<file path="src/rtl/bitwise_logic_engine.sv">
// bitwise_logic_engine: multi-cycle chunked bitwise op unit with popcount and zero flag
module bitwise_logic_engine #(
  parameter int WIDTH = 32,
  parameter int CHUNK = 8,
  parameter int CNT_W = $clog2(WIDTH + 1)
) (
  input  logic             clock,
  input  logic             reset_n,
  input  logic             in_valid,
  output logic             in_ready,
  input  logic [2:0]       op,
  input  logic [WIDTH-1:0] a,
  input  logic [WIDTH-1:0] b,
  output logic             out_valid,
  input  logic             out_ready,
  output logic [WIDTH-1:0] result,
  output logic [CNT_W-1:0] ones,
  output logic             zero
);
  localparam int N = WIDTH / CHUNK;
  localparam int IW = N > 1 ? $clog2(N) : 1;
  localparam logic [1:0] IDLE = 2'd0, BUSY = 2'd1, DONE = 2'd2;
  if (CHUNK < 1 || WIDTH < CHUNK || WIDTH % CHUNK != 0) begin : g_bad_params
    $error("bitwise_logic_engine: WIDTH must be a positive multiple of CHUNK");
  end
  logic [1:0]       state;
  logic [WIDTH-1:0] ra, rb;
  logic [2:0]       rop;
  logic [IW-1:0]    idx;
  logic [CHUNK-1:0] ch;
  function automatic logic [CHUNK-1:0] f(input logic [2:0] o, input logic [CHUNK-1:0] x, input logic [CHUNK-1:0] y);
    case (o)
      3'd0:    f = x & y;
      3'd1:    f = x | y;
      3'd2:    f = x ^ y;
      3'd3:    f = ~(x | y);
      3'd4:    f = x & ~y;
      3'd5:    f = ~(x & y);
      3'd6:    f = ~(x ^ y);
      default: f = x;
    endcase
  endfunction
  function automatic logic [CNT_W-1:0] pop(input logic [CHUNK-1:0] v);
    pop = '0;
    for (int i = 0; i < CHUNK; i++) pop = pop + CNT_W'(v[i]);
  endfunction
  assign ch        = f(rop, ra[idx*CHUNK +: CHUNK], rb[idx*CHUNK +: CHUNK]);
  assign in_ready  = state == IDLE;
  assign out_valid = state == DONE;
  assign zero      = ones == '0;
  // Operands are latched on accept so later input changes cannot disturb the running op
  always_ff @(posedge clock or negedge reset_n) begin
    if (!reset_n) begin
      state  <= IDLE;
      ra     <= '0;
      rb     <= '0;
      rop    <= '0;
      result <= '0;
      ones   <= '0;
      idx    <= '0;
    end else begin
      case (state)
        IDLE: if (in_valid) begin
          ra     <= a;
          rb     <= b;
          rop    <= op;
          result <= '0;
          ones   <= '0;
          idx    <= '0;
          state  <= BUSY;
        end
        BUSY: begin
          result[idx*CHUNK +: CHUNK] <= ch;
          ones <= ones + pop(ch);
          if (idx == IW'(N - 1)) state <= DONE;
          else idx <= idx + 1'b1;
        end
        DONE: if (out_ready) state <= IDLE;
        default: state <= IDLE;
      endcase
    end
  end
endmodule

</file>
<file path="config.mk">
export PLATFORM = sky130hd
export DESIGN_NAME = bitwise_logic_engine
export DESIGN_NICKNAME = d
export VERILOG_FILES = /design/src/rtl/bitwise_logic_engine.sv
export SDC_FILE = /design/constraint.sdc
export NUM_CORES = 1
export LEC_CHECK = 0
export CORE_UTILIZATION = 59
export CTS_BUF_LIST = sky130_fd_sc_hd__clkbuf_8
export DETAILED_ROUTE_END_ITERATION = 16
export PLACE_DENSITY = 0.95
export SKIP_LAST_GASP = 1
export SYNTH_ARGS = -nofsm -noshare
export SYNTH_HDL_FRONTEND = slang
export SYNTH_SLANG_ARGS = --single-unit
</file>
<file path="constraint.sdc">
create_clock -name clock -period 11.35 [get_ports clock]
set_input_delay 2.8375 -clock clock [delete_from_list [all_inputs] [get_ports clock]]
set_output_delay 2.8375 -clock clock [all_outputs]
set_load 0.02 [all_outputs]
</file>
==> results of run 1 <==
==> synthesized netlist by cell type (2+ instances only) <==
cell                          n
sky130_fd_sc_hd__or3b_2       3
sky130_fd_sc_hd__nand3b_1     2
sky130_fd_sc_hd__ha_1        34
sky130_fd_sc_hd__clkbuf_1    19
sky130_fd_sc_hd__and3_1       2
sky130_fd_sc_hd__o2bb2ai_1    3
sky130_fd_sc_hd__or2_2        3
sky130_fd_sc_hd__nor2b_1      8
sky130_fd_sc_hd__nand2b_1    12
sky130_fd_sc_hd__o211ai_1     5
sky130_fd_sc_hd__a22o_1      21
sky130_fd_sc_hd__nand3_1     14
sky130_fd_sc_hd__mux2_2       8
sky130_fd_sc_hd__a211oi_1     2
sky130_fd_sc_hd__or2_1        2
sky130_fd_sc_hd__inv_1       31
sky130_fd_sc_hd__o31ai_1      2
sky130_fd_sc_hd__nor2_1       5
sky130_fd_sc_hd__dfrtp_1    109
sky130_fd_sc_hd__a21oi_1     14
sky130_fd_sc_hd__a22oi_1      7
sky130_fd_sc_hd__buf_2       14
sky130_fd_sc_hd__a21o_1       6
sky130_fd_sc_hd__o32ai_2      3
sky130_fd_sc_hd__buf_6        2
sky130_fd_sc_hd__nor3_1       3
sky130_fd_sc_hd__o22ai_1      3
sky130_fd_sc_hd__mux4_2      12
sky130_fd_sc_hd__mux2i_1     12
sky130_fd_sc_hd__xor2_1       3
sky130_fd_sc_hd__o21ai_1      4
sky130_fd_sc_hd__nor4b_1      2
sky130_fd_sc_hd__xnor2_1      4
sky130_fd_sc_hd__nand2_1    229
sky130_fd_sc_hd__fa_1         5
sky130_fd_sc_hd__o21ai_0     17
==> placed cells by master, fill, tap and decap left out, types with 4 or more instances in the layout <==
master                            count
sky130_fd_sc_hd__o21ai_0             17
sky130_fd_sc_hd__ha_1                34
sky130_fd_sc_hd__nand2b_1            12
sky130_fd_sc_hd__clkbuf_8             9
sky130_fd_sc_hd__clkdlybuf4s50_1    110
sky130_fd_sc_hd__a22o_1              21
sky130_fd_sc_hd__mux2_2               8
sky130_fd_sc_hd__mux2i_1             12
sky130_fd_sc_hd__a21o_1               6
sky130_fd_sc_hd__nor2_1               5
sky130_fd_sc_hd__nor2b_1              8
sky130_fd_sc_hd__a22oi_1              7
sky130_fd_sc_hd__o211ai_1             5
sky130_fd_sc_hd__dfrtp_1            109
sky130_fd_sc_hd__mux4_2              12
sky130_fd_sc_hd__nand3_1             14
sky130_fd_sc_hd__buf_4                9
sky130_fd_sc_hd__o21ai_1              4
sky130_fd_sc_hd__xnor2_1              4
sky130_fd_sc_hd__fa_1                 5
sky130_fd_sc_hd__inv_1               31
sky130_fd_sc_hd__a21oi_1             14
sky130_fd_sc_hd__nand2_1            228
==> per-stage QoR <==
stage	cell area [um2]	setup slack [ps]	hold slack, ps	util (%)	std cells
2_1_floorplan	6050	6030	437	-	641
3_3_place_gp	7230	5570	453	73.2	857
5_1_grt	7430	4890	513	75.3	873
6_report	7430	5140	485	75.3	873
3_5_place_dp	7230	5260	460	73.2	857
4_1_cts	7430	5200	484	75.3	873
==> cells by family after synthesis <==
family	Yosys count	synth area share (%)
XOR/XNOR	7	1.01
AO/OA/AOI/OAI	96	11.7
adder cells (fa/ha/maj)	39	8.68
AND/OR/NAND/NOR	290	20.4
multiplexers	33	8.37
buffers and inverters	67	4.75
flip-flops	109	45.1
==> final timing paths <==
path	start	to	slack, ps	cells after the start
worst max register to register	idx[1]	ones[4]	5140	20
max in group asynchronous	reset_n	rb[5]	7690	2
min in group asynchronous	reset_n	result[3]	2440	1
worst max-delay path	idx[1]	ones[4]	5140	20
worst min register to register	ra[18]	ra[18]	480	2
worst min-delay path	ra[18]	ra[18]	480	2
==> area by class of cell <==
cell class	count	area [um2]
multi-input combinational	465	3050
sequential	109	2730
fill	614	2430
timing repair buffer	119	1170
tap	133	166
clock buffer	9	124
inverter	31	116
clock inverter	7	82.6
==> per-layer routing <==
metal,GRT usage [%],up-vias,wire length (um)
met4,14.5,0,547
met2,50.1,280,7320
met3,5.04,57,974
met1,37.6,2454,6030
met5,0,-,0
li1,-,2337,-
==> worst reg2reg max path: cells and delay by family, from the launching register on <==
family | cells | cell delay [ps]
AOI/OAI and AO/OA | 6 | 1420
adders and majority gates | 6 | 2560
buffers and inverters | 5 | 410
DFF | 1 | 1020
muxes | 2 | 660
and+or+nand+nor | 1 | 80
==> registers in the layout (all words and copies together) (netlist names) <==
| signal | cells |
|---|---|
| ra | 32 |
| rop | 3 |
| ones | 6 |
| result | 32 |
| state | 2 |
| rb | 32 |
| idx | 2 |
==> results.md, run 1 <==
- The dominant synthesized flop cell is sky130_fd_sc_hd__dfrtp_1.
- The first global-routing pass estimated 24.2 mm of wire.
- Max-cap violations in this run came to 0.
- Synthesis handed over a netlist of 641 instances.
- The count of buffers added on input and output ports is 111.
- The final layout contains routed wiring with a total length of 14.9 mm.
- The proportion of synthesized flip-flops having asynchronous set or reset is 100%.
- Walking the worst path, the cells encountered are mux2_2 -> o21ai_0 -> ha_1 -> a21oi_1 -> a22oi_1 -> o32ai_2 -> inv_1 -> fa_1 -> inv_1 -> fa_1 -> inv_1 -> fa_1 -> inv_1 -> fa_1 -> inv_1 -> fa_1 -> nor2b_1 -> o21a_1 -> o21ai_0 -> mux2i_1.
- The critical path in this run is classified as register to register.
- The count of vias placed by the detailed router is 5,128.
- The clock sink count is 109.
- The number of ports placed on the die boundary is 112.
- Once detail routing completed, the nets flagged for antenna violations numbered 0.
- Relative to the synthesized area, the layout overhead comes to 22.8%.
- At the end of the flow, the number of nets in the layout was 845.
- The total of warnings raised by yosys is 0.
- The share of the clock period used by the worst path is 54.8%.
- The global router's overall resource usage is 29.8%.
- Counting both buffers and inverters, the worst setup path holds a total of 5.
- The sort of element at the end of the critical path is a register.
- Data arrives at the worst endpoint at 6520 ps.
- The clock-pin slew reported for the worst setup and hold paths after clock tree synthesis is 110 ps.
- Setup total negative slack on the finished layout was measured at 0 ps.
- The number of antenna repair diodes is 0.
- Counting I/O delays and the setup requirement, the final critical path takes 6210 ps.
- For the worst setup path, the data required time is 11,650 ps.
- The H-tree was split into 3 levels.
- Clock latency on the worst-skew pair, taken at its later pin, is 380 ps.
- The final-report max-slew violation count is 0.
- The flow ran to the end, and the final reports show no timing, DRC or antenna violations.
- The per-cell routed wire length is 17.0 um.
- For this configuration, the core starts out at a cell density of 61.4%.
- The cell type with the highest aggregate area in the netlist is sky130_fd_sc_hd__dfrtp_1.
- The worst setup path is launched from a register.
- Clock tree synthesis selected as its root buffer the cell sky130_fd_sc_hd__clkbuf_8.
- The detailed router finished its first iteration with 400 violations.
- The CTS tree is done.
- The share of synthesized area in the top cell type comes to 45.1%.
- The maximum clock path buffer count is 2.
- The largest single stage delay on the critical path is 1020 ps.
- Entering global routing, the biggest net connects 75 pins.
- The class of the most critical hold timing path is register to register.
- The placeable core area is 9860 um2.
- Along the worst path, the maximum fanout reaches 22.
- At the pin with the least slew margin, the transition time is 1300 ps.
- After detailed routing, the number of remaining DRC violations is 0.
- The post-CTS setup-driven buffer insertion count is 0.
- Synthesis produced a netlist with a net count of 751.
- The worst max-slew margin expressed relative to the limit is 12.4%.
- A synthesized cell averages 9.45 um2.
- After clock tree synthesis, the flow added hold-fix buffers numbering 0.
- The number of flops mapped to enable cells by yosys is 0.
- Cells with a size suffix above 1 make up 8.24% of the layout.
- The hold violation total from the final report is 0.
- Before antenna repair, the detailed router went through 5 iterations.
- The kind of cell adding the most delay to the critical path is adder cells.
- Among all stages on the critical path, the largest delay is contributed by sky130_fd_sc_hd__dfrtp_1.
- Routability-driven placement finished with a final weighted congestion of 0.870.
- Counting flops and latches in the post-synthesis netlist gives 109.
- The initial antenna violation count came to 0.
- The total overflow left after global routing is 0.
- The floorplan step defined a die boundary enclosing 10,700 um2.
- The row count is 36.
- For the final database, setup skew stands at 15.7 ps.
- The maximum achievable frequency is 161 MHz.
- The number of global-route vias before repair is 4,952.
- The number of gates resized after CTS was 0.
- The floorplan die height is 103 um.
- The combined area of all synthesized cells is 6050 um2.
- Counting distinct cell types in the post-synthesis netlist gives 52.
- The detail-routed via count per cell is 5.87.
- Setup repair after global routing left no endpoint under its margin.
- The share of the yosys chip area belonging to registers is 45.1%.
- TritonCTS created 9 clock buffers.
- Ranked by total cell area, the synthesized netlist is headed by sky130_fd_sc_hd__dfrtp_1 (45%), sky130_fd_sc_hd__nand2_1 (14%), sky130_fd_sc_hd__ha_1 (7.0%).
- The HPWL after detailed placement is 10.7 mm.
- The die extent in x is 103 um.
- Setup violations remaining at the end of the flow were counted as 0.
Power of run 1 is left out: the tool's default activity adds up to more than one toggle a clock period on the data nets, which glitch-free logic cannot reach.
==> run 2, diff against run 1 <==
CORE_UTILIZATION = 49   (was 59)
PLACE_DENSITY = 0.85   (was 0.95)
clock period = 5.6 ns   (was 11.35 ns; I/O delays follow)
==> run 2 against run 1 <==
  * Count of clock-buffer cells in the layout rose by 1
  * Maximum frequency rose by 18%
  * Non-clock buffer count rose by 7
  * Setup slack got worse by 4800 ps
  * Flip-flop and latch count did not move
  * Via count fell by 2.5%
==> results.md, run 2 (synthesis results as in run 1) <==
- Traced cell by cell, the critical path runs through buf_4 -> mux4_2 -> inv_1 -> ha_1 -> nand2b_1 -> a21oi_1 -> o32a_1 -> nor2_1 -> fa_1 -> inv_1 -> fa_1 -> inv_1 -> fa_1 -> inv_1 -> fa_1 -> inv_1 -> fa_1 -> nor2b_1 -> o21a_1 -> o21ai_0 -> mux2i_1.
- For this run, the detailed router's first-pass iteration total came to 5.
- The weighted congestion reported at the end of routability-driven placement is 0.842.
- The number of antenna repair diodes is 0.
- The global router's overall resource usage is 24.7%.
- STA puts the critical path data arrival time at 5590 ps.
- The maximum clock path buffer count is 2.
- The area of all placed cells without fillers is 7470 um2.
- The global-route track usage on met3 is 4.02%.
- STA puts the critical path data required time at 5920 ps.
- For the final routed database, the setup TNS stands at 0 ps.
- The initial antenna violation count was 0.
- The start point of the critical path is idx[1].
- The transition at the pin with the smallest max-transition slack is 1360 ps.
- Entering global routing, the biggest net connects 75 pins.
- The largest registers in the layout are ra (32), rb (32), result (32).
- The hold violation total from the final report is 0.
- The kind of cell adding the most delay to the critical path is adder cells.
- The per-cell routed wire length is 16.8 um.
- Headroom to the max-slew limit came out at 8.32%.
- From left edge to right edge, the die measures 113 um.
- The leading cell type in the layout, fill and taps excluded is sky130_fd_sc_hd__nand2_1.
- The number of buffers and inverters on the critical path is 6.
- Once the floorplan was initialized, standard cells occupied 50.4% of the core.
- The floorplan step defined a die boundary enclosing 12,800 um2.
- Counting buffers and inverters, the worst setup path is 21 cells deep.
- The fraction of layout instances using a drive strength above 1 is 9.25%.
- At the end of the flow, the number of nets in the layout was 852.
- The number of global-route vias before repair came to 5,090.
- The DRC marker count from the first detailed-route iteration is 346.
- The filler cells instantiated in the layout total 984.
- The area of combinational cells with multiple inputs is 3040 um2.
- Buffers placed on the I/O ports in this run total 111.
- The startpoint identified for the worst register-to-register timing path is idx[1].
- After clock tree synthesis, the clock-pin slew on the worst setup and hold paths is 100 ps.
- The floorplan die height is 113 um.
- The master of the slowest instance on the critical path is sky130_fd_sc_hd__fa_1.
- The final critical path time including I/O delays and setup is 5280 ps.
- The routed layout has 5,000 vias.
- The number of ports placed on the die boundary is 112.
- The HPWL after detailed placement is 11.2 mm.
- The clock arrives with 10.6 ps of skew.
- After detailed routing, the number of vias per cell comes to 5.60.
- The worst register-to-register path has a setup slack of 320 ps.
- The run finished with clean final reports.
- The area growth from synthesis to layout is 23.3%.
- In this run the cell area measured after placement is 7290 um2.
- The maximum fanout along the worst path is 8.
- In this run the most used layer during global routing was met2.
- In the layout the commonest cells are sky130_fd_sc_hd__nand2_1 (228), sky130_fd_sc_hd__clkdlybuf4s50_1 (110), sky130_fd_sc_hd__dfrtp_1 (108), sky130_fd_sc_hd__ha_1 (34), sky130_fd_sc_hd__inv_1 (31).
- The root buffer cell chosen for the clock tree is sky130_fd_sc_hd__clkbuf_8.
- The clock latency on the worst-skew pair is 390 ps.
- The CTS tree is done.
- The total DRC errors in the routed layout is 0.
- The capturing element of the worst setup path is ones[4].
- Along the worst hold path, the cell count comes to 2.
- Cells fill 62.2% of the core in the end.
- The depth of the worst register-to-register path is 21.
- In this design, the stage delay of the slowest critical-path cell is 530 ps.
- Setup violations remaining at the end of the flow were counted as 0.
- The class of the most critical hold timing path is register to register.
- Setup repair after global routing left no endpoint under its margin.
- The final-report max-slew violation count is 0.
- The number of violations of the max-capacitance limit is 0.
- Global routing consumed, on the met1 layer, 31.2% of the routing resources.
- Counting the buffers created by CTS gives 9.
- STA classifies the critical path startpoint as a register.
- The category of the critical setup timing path is register to register.
- Once detail routing completed, the nets flagged for antenna violations numbered 0.
- The worst reg2reg path endpoint is ones[4].
- Summed over all layers, the routed wires come to 15.0 mm.
- Based on the critical path, the design can be clocked at up to 190 MHz.
- The placeable core area is 12,000 um2.
- CTS saw 109 sinks.
- The final critical path takes up 94.2% of the cycle.
- The sort of element at the end of the critical path is a register.
- The number of H-tree levels is 3.
- The count of hold-fix buffers inserted at cts is 0.
- Global routing used 42.0% of the available met2 tracks.
- The first global-routing pass estimated 24.8 mm of wire.
- The overall overflow remaining after global route is 0.
- The register cell area after layout is 2730 um2.
- The floorplan has 40 rows.
==> run 2: cell types whose count changed in the layout (fill, tap and decap cells not counted), sizes merged <==
cell | previous run | this run
clkbuf | 9 | 10
inv | 34 | 33
bufinv | 1 | 0
buf | 9 | 16
==> run 2: per-layer routing <==
| metal | up-vias | wire length, um | share of wire (%) |
|---|---|---|---|
| met3 | 29 | 780 | 5.2 |
| li1 | 2340 | - | - |
| met2 | 182 | 7650 | 51 |
| met1 | 2449 | 6210 | 41 |
| met4 | 0 | 322 | 2.2 |
| met5 | - | 0 | 0 |
==> run 2: layout make-up <==
cell class              count  area share, %
multi-input cells         465           40.8
clock buffers              10           1.84
well taps                 147           2.46
flip-flops and latches    109           36.6
inverters                  31           1.56
clock inverters             5          0.469
repair buffers            126           16.4
==> run 2: timing repair <==
| item | in CTS | in global routing |
|---|---|---|
| endpoints found under the setup margin | 0 | 2 |
| resized for setup | 0 | 2 |
| setup buffers | 0 | 1 |
==> run 2: how the worst min path moves through the flow <==
stage          slack [ps]     end  startpoint
2_1_floorplan         440  ra[10]      ra[10]
3_3_place_gp          450   ra[6]       ra[6]
3_5_place_dp          460  rb[22]      rb[22]
4_1_cts               480  rb[22]      rb[22]
5_1_grt               510   rb[8]       rb[8]
6_report              480  rb[22]      rb[22]
==> run 2: worst min-delay path, delay by kind of cell (launching register included) <==
kind | cells | cell delay, ps
AND/OR/NAND/NOR | 2 | 110
flip-flops | 1 | 350
==> run 2: metrics by stage <==
stage / cells / hold WS, ps / setup WS (ps)
2_1_floorplan: 641 / 437 / 279
3_3_place_gp: 877 / 454 / 406
3_5_place_dp: 877 / 457 / 202
4_1_cts: 892 / 481 / 163
5_1_grt: 893 / 508 / 5.99
6_report: 893 / 481 / 324
Power of run 2 is left out for the same reason.
==> run 3, diff against run 2 <==
SLEW_MARGIN = 0   (was unset)
==> results of run 3 <==
The final DEF is identical to that of run 2; final timing and power are the same.
Power of run 3 is left out for the same reason.
